[src/rtl/gate_test_sequencer.sv]
// rtl/gate_test_sequencer.sv - drives all four {a,b} vectors into a gate block and checks its five results
module gate_test_sequencer #(
  parameter int unsigned HOLD = 5
) (
  input  logic       clk,
  input  logic       rst,
  input  logic       start,
  output logic       a,
  output logic       b,
  input  logic       an_i,
  input  logic       o_i,
  input  logic       nt_i,
  input  logic       xr_i,
  input  logic       xnr_i,
  output logic       busy,
  output logic       done,
  output logic       pass,
  output logic [2:0] err_cnt,
  output logic [3:0] fail_vec,
  output logic [4:0] fail_gate
);

  typedef enum logic [1:0] {
    S_IDLE  = 2'd0,
    S_DRIVE = 2'd1,
    S_CHECK = 2'd2,
    S_DONE  = 2'd3
  } state_t;

  // Last hold-count value before DRIVE hands over to CHECK.
  localparam logic [7:0] HOLD_LAST = 8'(HOLD - 1);

  state_t     r_state;
  state_t     w_next;
  logic [1:0] r_vec;
  logic [7:0] r_hold;
  logic       r_a;
  logic       r_b;
  logic [2:0] r_err_cnt;
  logic [3:0] r_fail_vec;
  logic [4:0] r_fail_gate;

  logic       w_hold_done;
  logic       w_last_vec;
  logic [4:0] w_expect;
  logic [4:0] w_actual;
  logic [4:0] w_mismatch;
  logic       w_any_mismatch;

  assign w_hold_done    = (r_hold == HOLD_LAST);
  assign w_last_vec     = (r_vec == 2'd3);
  // Gate order everywhere is {an, o, nt, xr, xnr}, an in the MSB.
  assign w_expect       = {r_a & r_b, r_a | r_b, ~r_a, r_a ^ r_b, ~(r_a ^ r_b)};
  assign w_actual       = {an_i, o_i, nt_i, xr_i, xnr_i};
  assign w_mismatch     = w_expect ^ w_actual;
  assign w_any_mismatch = |w_mismatch;

  // State register; reset wins over everything.
  always_ff @(posedge clk) begin
    if (rst) begin
      r_state <= S_IDLE;
    end else begin
      r_state <= w_next;
    end
  end

  // Next-state: start is only looked at in IDLE/DONE, so a held start cannot restart a busy run.
  always_comb begin
    w_next = r_state;
    case (r_state)
      S_IDLE:  if (start) w_next = S_DRIVE;
      S_DRIVE: if (w_hold_done) w_next = S_CHECK;
      S_CHECK: w_next = w_last_vec ? S_DONE : S_DRIVE;
      S_DONE:  if (start) w_next = S_DRIVE;
      default: w_next = S_IDLE;
    endcase
  end

  // Vector/hold counters, registered stimulus and result accumulation.
  always_ff @(posedge clk) begin
    if (rst) begin
      r_vec       <= 2'd0;
      r_hold      <= 8'd0;
      r_a         <= 1'b0;
      r_b         <= 1'b0;
      r_err_cnt   <= 3'd0;
      r_fail_vec  <= 4'd0;
      r_fail_gate <= 5'd0;
    end else begin
      case (r_state)
        S_IDLE, S_DONE: begin
          if (start) begin
            r_vec       <= 2'd0;
            r_hold      <= 8'd0;
            r_a         <= 1'b0;
            r_b         <= 1'b0;
            r_err_cnt   <= 3'd0;
            r_fail_vec  <= 4'd0;
            r_fail_gate <= 5'd0;
          end
        end
        S_DRIVE: begin
          if (!w_hold_done) begin
            r_hold <= r_hold + 8'd1;
          end
        end
        S_CHECK: begin
          if (w_any_mismatch) begin
            // Saturate: only four vectors exist, but never let the count wrap.
            if (r_err_cnt != 3'd4) begin
              r_err_cnt <= r_err_cnt + 3'd1;
            end
            r_fail_vec[r_vec] <= 1'b1;
            r_fail_gate       <= r_fail_gate | w_mismatch;
          end
          r_hold <= 8'd0;
          if (w_last_vec) begin
            r_a <= 1'b0;
            r_b <= 1'b0;
          end else begin
            r_vec        <= r_vec + 2'd1;
            {r_a, r_b}   <= r_vec + 2'd1;
          end
        end
        default: begin
          r_hold <= 8'd0;
        end
      endcase
    end
  end

  assign a         = r_a;
  assign b         = r_b;
  assign busy      = (r_state == S_DRIVE) || (r_state == S_CHECK);
  assign done      = (r_state == S_DONE);
  assign pass      = (r_state == S_DONE) && (r_err_cnt == 3'd0);
  assign err_cnt   = r_err_cnt;
  assign fail_vec  = r_fail_vec;
  assign fail_gate = r_fail_gate;

endmodule

[config.mk]
export PLATFORM = sky130hd
export DESIGN_NAME = gate_test_sequencer
export DESIGN_NICKNAME = d
export VERILOG_FILES = /design/src/rtl/gate_test_sequencer.sv
export SDC_FILE = /design/constraint.sdc
export NUM_CORES = 1
export LEC_CHECK = 0
export BUFFER_PORTS_ARGS = -buffer_cell sky130_fd_sc_hd__buf_4
export CAP_MARGIN = 20
export CORE_AREA = 8 8 77 52
export DETAILED_ROUTE_END_ITERATION = 8
export DIE_AREA = 0 0 85 60
export PLACE_DENSITY = 0.71
export SLEW_MARGIN = 5
export SYNTH_ARGS = -nofsm -noshare
export SYNTH_HDL_FRONTEND = slang
export SYNTH_SLANG_ARGS = --single-unit
[constraint.sdc]
create_clock -name clk -period 3.5 [get_ports clk]
set_input_delay 0.35 -clock clk [delete_from_list [all_inputs] [get_ports clk]]
set_output_delay 0.35 -clock clk [all_outputs]
set_load 0.03 [all_outputs]
==> flow_metrics.tcl, run 1 <==
set metrics [dict create \
    status "complete, no violations" \
    antenna_found_initial 0 \
    numCtsBuffers 3 \
    grt.overflow.total 0 \
    cts.htree.levels 1 \
    initial_utilization_pct 45.8 \
    mostFrequentLayoutCell "dfxtp_1" \
    clock_insertion_delay_worst_skew_ns 0.27 \
    worstSetupEndpointType "flop" \
    worst_path_max_delay_cell "a2111o_1" \
    drt-vias-per-instance 5.38 \
    rsz0062_at_grt "false" \
    avgRoutedWirePerCell_microns 14.2 \
    clk_path_buf_depth 2 \
    ys_seq_elements 26 \
    power.leakage_uw 0.000666 \
    antenna_left 0 \
    timing.final.crit_share_pct 65.2 \
    layout-drive-gt1-share_pct 15.8 \
    peakVddDrop_v 0.000371 \
    totalPowerFinal_uw 1020 \
    postSynthAreaPerCell_sq_um 8.54 \
    register_area_sq_um 520 \
    skew_ns 0.00192 \
    dieWidth_microns 85 \
    vias 1179 \
    numPlacedInstances 216 \
    final.fill_count 281 \
    synthDistinctLibCells 39 \
    worstPathCellList "inv_1 -> ha_1 -> or3b_1 -> a2111o_1 -> o21a_1 -> o32ai_2" \
    grt_pass1_vias 1171 \
    gp_routability_congestion 0.798 \
    timing.max_cap.violations 0 \
    placement_rows 16 \
    die-area_sq_um 5100 \
    pin_slew_with_the_least_headroom_to_its_limit_ns 0.701 \
    timing.slew.headroom_pct 52.6 \
    design.core.area_sq_um 2980 \
    globalRouteTotalUtil_pct 13.1 \
    timing.critical_path.required_ns 3.69 \
    layout.cells.most_common_list "dfxtp_1, buf_4, nor2_1, a21oi_1, ha_1" \
    critical_path_class "reg -> reg" \
    port_buffers 24 \
    min-delay-path-class "in -> reg" \
    post_synth_main_area_contributors "dfxtp_1, ha_1, a21oi_1" \
    fin_crit_ns 2.28 \
    cellPowerDensity_nw_per_um2 628 \
    routed_wirelength_microns 3110 \
    critical_path_arrival_ns 2.47 \
    stdcell_area_sq_um 1620 \
    ctsRootBufferMaster "clkbuf_8" \
    multi_input_comb_area_sq_um 782 \
    finalNonFillerCells 219 \
    drt_iter0_markers 99 \
    netlist_area_sq_um 1370 \
    yosys.area.top_type "dfxtp_1" \
    syn_inst 160 \
    totalNegativeSetupSlack_ns 0 \
    die_height_microns 60 \
    cts_hold_repair.buffers 0 \
    postPlaceCellArea_sq_um 1580 \
    fraction_of_the_yosys_area_taken_by_sequential_cells_pct 38.1 \
    cts_tree "done" \
    post_cts_buffers 0 \
    grt_start_max_net_pins 14 \
    hpwlAfterDp_microns 2480 \
    design.final.nets 206 \
    synth_top_cell_area_share_pct 38.1 \
    cpPeakStageDelay_ns 0.55 \
    finalHoldViolations 0 \
    ys_warnings 0 \
    post_cts_resize_count 0 \
    start_kind "flop" \
    detail_route.drc_violations 0 \
    syn2layout_area_growth_pct 18.4 \
    grt_pass1_wl_microns 5380 \
    finalSetupViolations 0 \
    detail_route.first_pass.iterations 4 \
    clkSinkCount 26 \
    path_clk_slew_ns 0.08 \
    number_of_nets_produced_by_synthesis 181 \
    antenna_cells 0 \
    top_level_ports 25 \
    worst_hold_slack_ns 0.334 \
    cp_max_fo 8 \
    max_clock_freq_ghz 0.438 \
    final_slew_violations 0 \
]
[where the power goes]
part	switching, uW	internal [uW]
Combinational	305	170
Sequential	35.5	340
Clock	88.7	77.2
Total	429	587
[synthesized netlist by cell type]
cell type	n
o21ai_1	4
nor2b_1	3
and2_1	1
a32oi_1	2
o22ai_1	1
a21boi_1	1
a41oi_1	1
nor2_1	16
o21ai_0	4
mux2i_1	1
nand2_1	12
o32ai_2	1
o211a_1	1
a21o_1	2
inv_1	12
nand2b_1	3
nor3_2	1
nand4b_1	1
o21a_1	1
and3_1	1
nand3b_1	1
or3_1	2
nor3_1	2
nor4b_1	1
dfxtp_1	26
clkinv_1	1
or3b_1	1
a21oi_1	16
o311a_1	1
xnor2_1	4
xor2_1	4
nand4_1	3
ha_1	13
a31oi_1	6
and4_1	1
nor3b_1	1
a2111o_1	1
nand3_1	3
clkbuf_1	4
[layout make-up]
cell class | count | share of cell area (%)
clock buffers | 3 | 2.55
repair buffers | 24 | 11.1
multi-input cells | 117 | 48.3
flip-flops and latches | 26 | 32.2
inverters | 13 | 3.02
well taps | 36 | 2.78
[flip-flops by register name, indices dropped and copies added (netlist names)]
register,cells
r_state,2
r_hold,8
fail_vec,4
b,1
r_vec,2
err_cnt,3
fail_gate,5
a,1
[metal layers]
metal / track usage, % / vias to the layer above / wire length [microns]
met5: 0 / - / 0
met4: 1.76 / 0 / 12
met3: 4.25 / 2 / 175
met2: 21.0 / 33 / 1360
met1: 17.0 / 533 / 1550
li1: - / 611 / -
[stage by stage]
step | worst slack [ns] | utilization (%)
final | 1.22 | 54.2
after global routing | 1.13 | 54.2
after CTS | 1.22 | 54.2
after detailed placement | 1.24 | 52.9
after global placement | 1.32 | 52.9
after floorplan | 1.20 | -
[critical path, delay by kind of cell, from the launching register on]
family	cells	cell delay, ns
fa+ha+maj	1	0.35
compound gates	3	0.98
buf+inv	1	0.07
flops	1	0.43
simple gates	1	0.37
[final timing paths]
kind	startpoint	depth (start not counted)	end	slack, ns
setup / recovery	a	6	err_cnt[1]	1.22
hold / removal	rst	2	r_vec[1]	0.33
setup reg to reg	a	6	err_cnt[1]	1.22
hold reg to reg	fail_gate[2]	2	fail_gate[2]	0.48
[cells by family (layout without fill, tap and decap cells)]
family	count (synthesis)	after routing	synth area share [%]
DFF	26	26	38.1
muxes	1	1	0.733
xor gates and xnor gates	8	8	5.13
and+or+nand+nor	53	53	19.9
AOI/OAI and AO/OA	42	42	19.6
buffers and inverters	17	40	4.67
adders and majority gates	13	13	11.9
Power figures use the tool's default switching activity.
==> run 2: changes to the inputs <==
Settings changed: ABC_AREA set to 1, CORE_AREA 8 8 77 52 to 8 8 81 54, DIE_AREA 0 0 85 60 to 0 0 89 62, PLACE_DENSITY 0.71 to 0.74.
Clock period 3.5 ns to 1.8 ns, I/O delays scaled along.
==> flow_metrics.tcl, run 2 <==
set metrics [dict create \
    antenna_found_initial 0 \
    preCtsSetupSlack_ns 0.105 \
    initial_utilization_pct 48.7 \
    post_synth_main_area_contributors "dfxtp_1, ha_1, nand2_1" \
    ctsRootBufferMaster "clkbuf_8" \
    postPlaceCellArea_sq_um 1770 \
    antenna_left 0 \
    vias 1344 \
    globalRouteTotalUtil_pct 12.3 \
    cellPowerDensity_nw_per_um2 1490 \
    drt-vias-per-instance 4.72 \
    ys_seq_elements 26 \
    drt_iter0_markers 59 \
    clock_insertion_delay_worst_skew_ns 0.28 \
    pwr-share-seq_pct 28.8 \
    port_buffers 24 \
    holdCritStartpoint "rst" \
    gp_routability_congestion 0.869 \
    grt_start_max_net_pins 16 \
    path_clk_slew_ns 0.09 \
    synthArstFlopShare_pct 0 \
    cp_max_fo 8 \
    layout.cells.most_common_list "nand2_1, inv_1, buf_4" \
    design.final.nets 262 \
    finalHoldViolations 0 \
    p_comb_share_pct 53.4 \
    timing.final.ws_setup_ns 0.158 \
    critical_path_class "reg -> reg" \
    max_flop_register "r_hold" \
    largest_reg_flops 8 \
    cts_tree "done" \
    cts.htree.levels 1 \
    critical_path_arrival_ns 1.82 \
    fraction_of_the_yosys_area_taken_by_sequential_cells_pct 33.8 \
    detail_route.first_pass.iterations 4 \
    skew_ns 0.00278 \
    yosys.area.top_type "dfxtp_1" \
    hpwlAfterDp_microns 2540 \
    placement_rows 16 \
    power.leakage_uw 0.000818 \
    yosys-top-cells-count "nand2_1, inv_1, dfxtp_1" \
    final_slew_violations 0 \
    timing.final.crit_share_pct 91.2 \
    top_level_ports 25 \
    critPathLaunch "r_state[0]" \
    antenna_cells 0 \
    routed_wirelength_microns 3230 \
    numCtsBuffers 3 \
    postSynthAreaPerCell_sq_um 7.27 \
    rsz0062_at_grt "true" \
    stdcell_area_sq_um 1850 \
    power.internal_uw 1510 \
    die-area_sq_um 5520 \
    synth_enable_flop_cells 0 \
    peakVddDrop_v 0.000628 \
    detail_route.drc_violations 0 \
    layout-drive-gt1-share_pct 22.9 \
    timing.max_cap.violations 0 \
    die_height_microns 62 \
    worstSetupEndpointType "flop" \
    pin_slew_with_the_least_headroom_to_its_limit_ns 0.408 \
    final.fill_count 325 \
    dieWidth_microns 89 \
    grt_pass1_wl_microns 5200 \
    post-synth-top-count-cell "nand2_1" \
    fin_crit_ns 1.64 \
    timing.slew.headroom_pct 72.8 \
    mostFrequentLayoutCell "nand2_1" \
    timing.rr.start "r_state[0]" \
    syn2layout_area_growth_pct 20.2 \
    switching_power_uw 1240 \
    synthDistinctLibCells 28 \
    design.core.area_sq_um 3160 \
    timing.critical_path.required_ns 1.98 \
    min-delay-path-class "in -> reg" \
    power_frac_clock_pct 17.9 \
    max_clock_freq_ghz 0.609 \
    final_core_util_pct 58.5 \
    number_of_nets_produced_by_synthesis 233 \
    switching_share_pct 45.1 \
    grt.overflow.total 0 \
    worst_hold_slack_ns 0.170 \
    clkSinkCount 26 \
    start_kind "flop" \
    synth_top_cell_area_share_pct 33.8 \
    netlist_area_sq_um 1540 \
    synthFlopType "dfxtp_1" \
    syn_inst 212 \
    ys_warnings 0 \
    finalSetupViolations 0 \
    clk_path_buf_depth 2 \
    grt_pass1_vias 1148 \
    status "complete, no violations" \
    totalPowerFinal_uw 2750 \
    avgRoutedWirePerCell_microns 11.3 \
]
## run 2: cell types whose count changed in the layout (fill, tap and decap cells not counted), moves of 3 or more
cell      previous run  this run
o21ai_0              4         1
o21ai_1              4         0
inv_1               12        31
nand2_2              0         3
nand2_1             12        42
o21ai_2              0         3
xor2_1               4         1
nand3_1              3        21
a31oi_1              6         1
nor2_2               0         4
nor2b_1              3         0
nor2_1              16        24
buf_4               24        28
nand2b_1             3         0
## run 2: cell type report
| type | instances | area, sq um | share of cell area, % |
|---|---|---|---|
| well taps | 45 | 56.3 | 3.04 |
| clock inverters | 1 | 30.0 | 1.62 |
| inverters | 34 | 133 | 7.16 |
| flip-flops and latches | 26 | 520 | 28.1 |
| multi-input cells | 148 | 861 | 46.5 |
| clock buffers | 3 | 41.3 | 2.23 |
| repair buffers | 28 | 210 | 11.4 |
## run 2: worst paths after layout
| path | slack (ns) | to | cells past startpoint |
|---|---|---|---|
| max | 0.16 | err_cnt[0] | 9 |
| min | 0.17 | r_hold[4] | 2 |
| max reg2reg | 0.16 | err_cnt[0] | 9 |
| min reg2reg | 0.46 | fail_vec[2] | 2 |
## run 2: per-layer routing
layer,vias to the layer above,GRT usage (%),part of all wire (%)
met3,5,3.67,9.0
li1,721,-,-
met1,581,17.9,52
met5,-,0,0
met2,37,16.5,37
met4,0,4.23,1.2
## run 2: what timing repair did
item,4_1_cts,5_1_grt
hold buffers,0,0
gates resized for setup,0,3
buffers inserted,0,0
endpoints found under the setup margin,0,7
## run 2: kinds of logic after synthesis
family	after synthesis	synth area share (%)
adder cells (fa/ha/maj)	13	10.6
flip-flops	26	33.8
AND/OR/NAND/NOR	105	31.9
AO/OA/AOI/OAI	27	10.7
buffers and inverters	38	11.3
XOR/XNOR	3	1.71
## run 2: power groups by stage
stage                     Combinational [uW]  Sequential [uW]  Clock, uW
after floorplan                          923              954          0
after global placement                  1430              803          0
after detailed placement                1440              805          0
after CTS                               1440              793        503
after global routing                    1640              812        517
final                                   1470              792        493
## run 2: metrics by stage
stage	TNS (ns)	std cells
5_1_grt	-0.0212	285
2_1_floorplan	0	212
6_report	0	285
4_1_cts	0	285
3_5_place_dp	0	281
3_3_place_gp	0	281
## run 2: worst max-delay path: stages, from the launching register on
cell	delay, ns
dfxtp_1	0.40
inv_1	0.07
ha_1	0.34
buf_4	0.22
o21ai_2	0.24
nor2_4	0.07
nand2_1	0.09
nand2_1	0.05
nand2_1	0.05
nor2_1	0.04
==> run 3: changes to the inputs <==
Settings changed: CORE_AREA 8 8 81 54 to 2 2 75 48, DIE_AREA 0 0 89 62 to 0 0 77 50.
==> flow_metrics.tcl, run 3 (same netlist as run 2, synthesis figures left out) <==
set metrics [dict create \
    status "complete, no violations" \
    gp_routability_congestion 0.819 \
    max_flop_register "r_hold" \
    grt_pass1_wl_microns 5510 \
    rsz0062_at_grt "false" \
    design.core.area_sq_um 3160 \
    worstRegToRegCells 9 \
    antenna_cells 0 \
    port_buffers 24 \
    grt.overflow.total 0 \
    skew_ns 0.00962 \
    worstSetupEndpointType "flop" \
    rrSetupSlack_ns 0.19 \
    layout-drive-gt1-share_pct 23.3 \
    antenna_found_initial 0 \
    min_delay_worst_endpoint "r_vec[1]" \
    timing.max_cap.violations 0 \
    detail_route.first_pass.iterations 4 \
    cp_max_fo 10 \
    die-area_sq_um 3850 \
    start_kind "flop" \
    avgRoutedWirePerCell_microns 10.8 \
    placement_rows 16 \
    antenna_left 0 \
    pin_slew_with_the_least_headroom_to_its_limit_ns 0.292 \
    peakVddDrop_v 0.000550 \
    path_clk_slew_ns 0.09 \
    layout.cells.most_common_list "nand2_1, inv_1, buf_4" \
    initial_utilization_pct 48.7 \
    largest_reg_flops 8 \
    power.leakage_uw 0.000810 \
    min-delay-path-class "in -> reg" \
    fin_crit_ns 1.61 \
    cts_hold_repair.buffers 0 \
    clk_path_buf_depth 2 \
    clkSinkCount 26 \
    totalNegativeSetupSlack_ns 0 \
    cts_tree "done" \
    finalHoldViolations 0 \
    top_level_ports 25 \
    drt-vias-per-instance 4.67 \
    dieWidth_microns 77 \
    grt_start_max_net_pins 15 \
    timing.slew.headroom_pct 80.3 \
    crit-reg2reg-capture "r_hold[2]" \
    timing.final.crit_share_pct 89.6 \
    timing.critical_path.required_ns 2.01 \
    drt_iter0_markers 66 \
    min_delay_path_depth 2 \
    hpwlAfterDp_microns 2380 \
    mostFrequentLayoutCell "nand2_1" \
    grt_pass1_vias 1208 \
    final.fill_count 319 \
    syn2layout_area_growth_pct 19.3 \
    finalSetupViolations 0 \
    die_height_microns 50 \
    holdCritStartpoint "rst" \
    globalRouteTotalUtil_pct 17.8 \
    detail_route.drc_violations 0 \
    routed_wirelength_microns 3070 \
    clock_insertion_delay_worst_skew_ns 0.27 \
    cellPowerDensity_nw_per_um2 1440 \
    design.final.nets 262 \
    cts.htree.levels 1 \
    ctsRootBufferMaster "clkbuf_8" \
    critical_path_arrival_ns 1.82 \
    timing.rr.start "r_state[0]" \
    max_clock_freq_ghz 0.620 \
    numPlacedInstances 281 \
    vias 1332 \
    finalNonFillerCells 285 \
    critical_path_class "reg -> reg" \
    final_slew_violations 0 \
    numCtsBuffers 3 \
]
## run 3: cell count changes in the layout (fill, tap and decap cells not counted)
cell | previous run | this run
clkbuf_8 | 3 | 4
bufinv_16 | 1 | 0
ha_1 | 13 | 12
ha_2 | 0 | 1
## run 3: timing repair
action,4_1_cts,5_1_grt
setup endpoints to repair,0,12
resized for setup,0,4
setup buffers,0,0
## run 3: per-layer routing
metal  vias to the layer above  global-route usage [%]  share of wire, %
met5                         -                       0                 0
met4                         0                    1.79              0.23
met3                         2                    4.76               4.5
met2                        24                    25.3                37
met1                       581                    27.4                58
li1                        725                       -                 -
## run 3: how the worst max path moves through the flow
stage,startpoint,to,slack (ns)
5_1_grt,a,err_cnt[0],0.03
2_1_floorplan,a,err_cnt[2],0.07
3_3_place_gp,r_state[0],fail_gate[2],0.17
3_5_place_dp,r_state[0],fail_gate[2],0.1
4_1_cts,r_state[0],fail_gate[2],0.08
6_report,r_state[0],r_hold[2],0.19
## run 3: area by class of cell
cell class / instances / area (sq um) / area share, %
multi-input cells: 148 / 863 / 47.0
flip-flops and latches: 26 / 520 / 28.3
repair buffers: 28 / 210 / 11.4
inverters: 34 / 133 / 7.22
well taps: 45 / 56.3 / 3.06
clock buffers: 4 / 55.1 / 3.00
## run 3: where the power goes
group | switching (uW) | internal (uW) | total, uW
Combinational | 942 | 526 | 1470
Clock | 181 | 196 | 377
Sequential | 99.6 | 695 | 795
Total | 1220 | 1420 | 2640
## run 3: critical path, stage by stage, from the launching register on
cell and delay, ns:
dfxtp_1 0.39, inv_1 0.06, ha_2 0.34, inv_2 0.05, nor2_4 0.14, nor2_2 0.06
buf_4 0.19, nor2_8 0.13, o21ai_2 0.07, a21oi_2 0.10
## run 3: stage by stage
step	total power [uW]	worst slack [ns]	util, %	instance area, sq um	hold slack (ns)
after floorplan	1880	0.0669	-	1540	0.420
after global placement	2220	0.166	55.8	1770	0.439
after detailed placement	2240	0.0980	55.8	1770	0.442
after CTS	2620	0.0769	57.6	1820	0.179
after global routing	2860	0.0295	58.1	1840	0.181
final	2640	0.187	58.1	1840	0.185
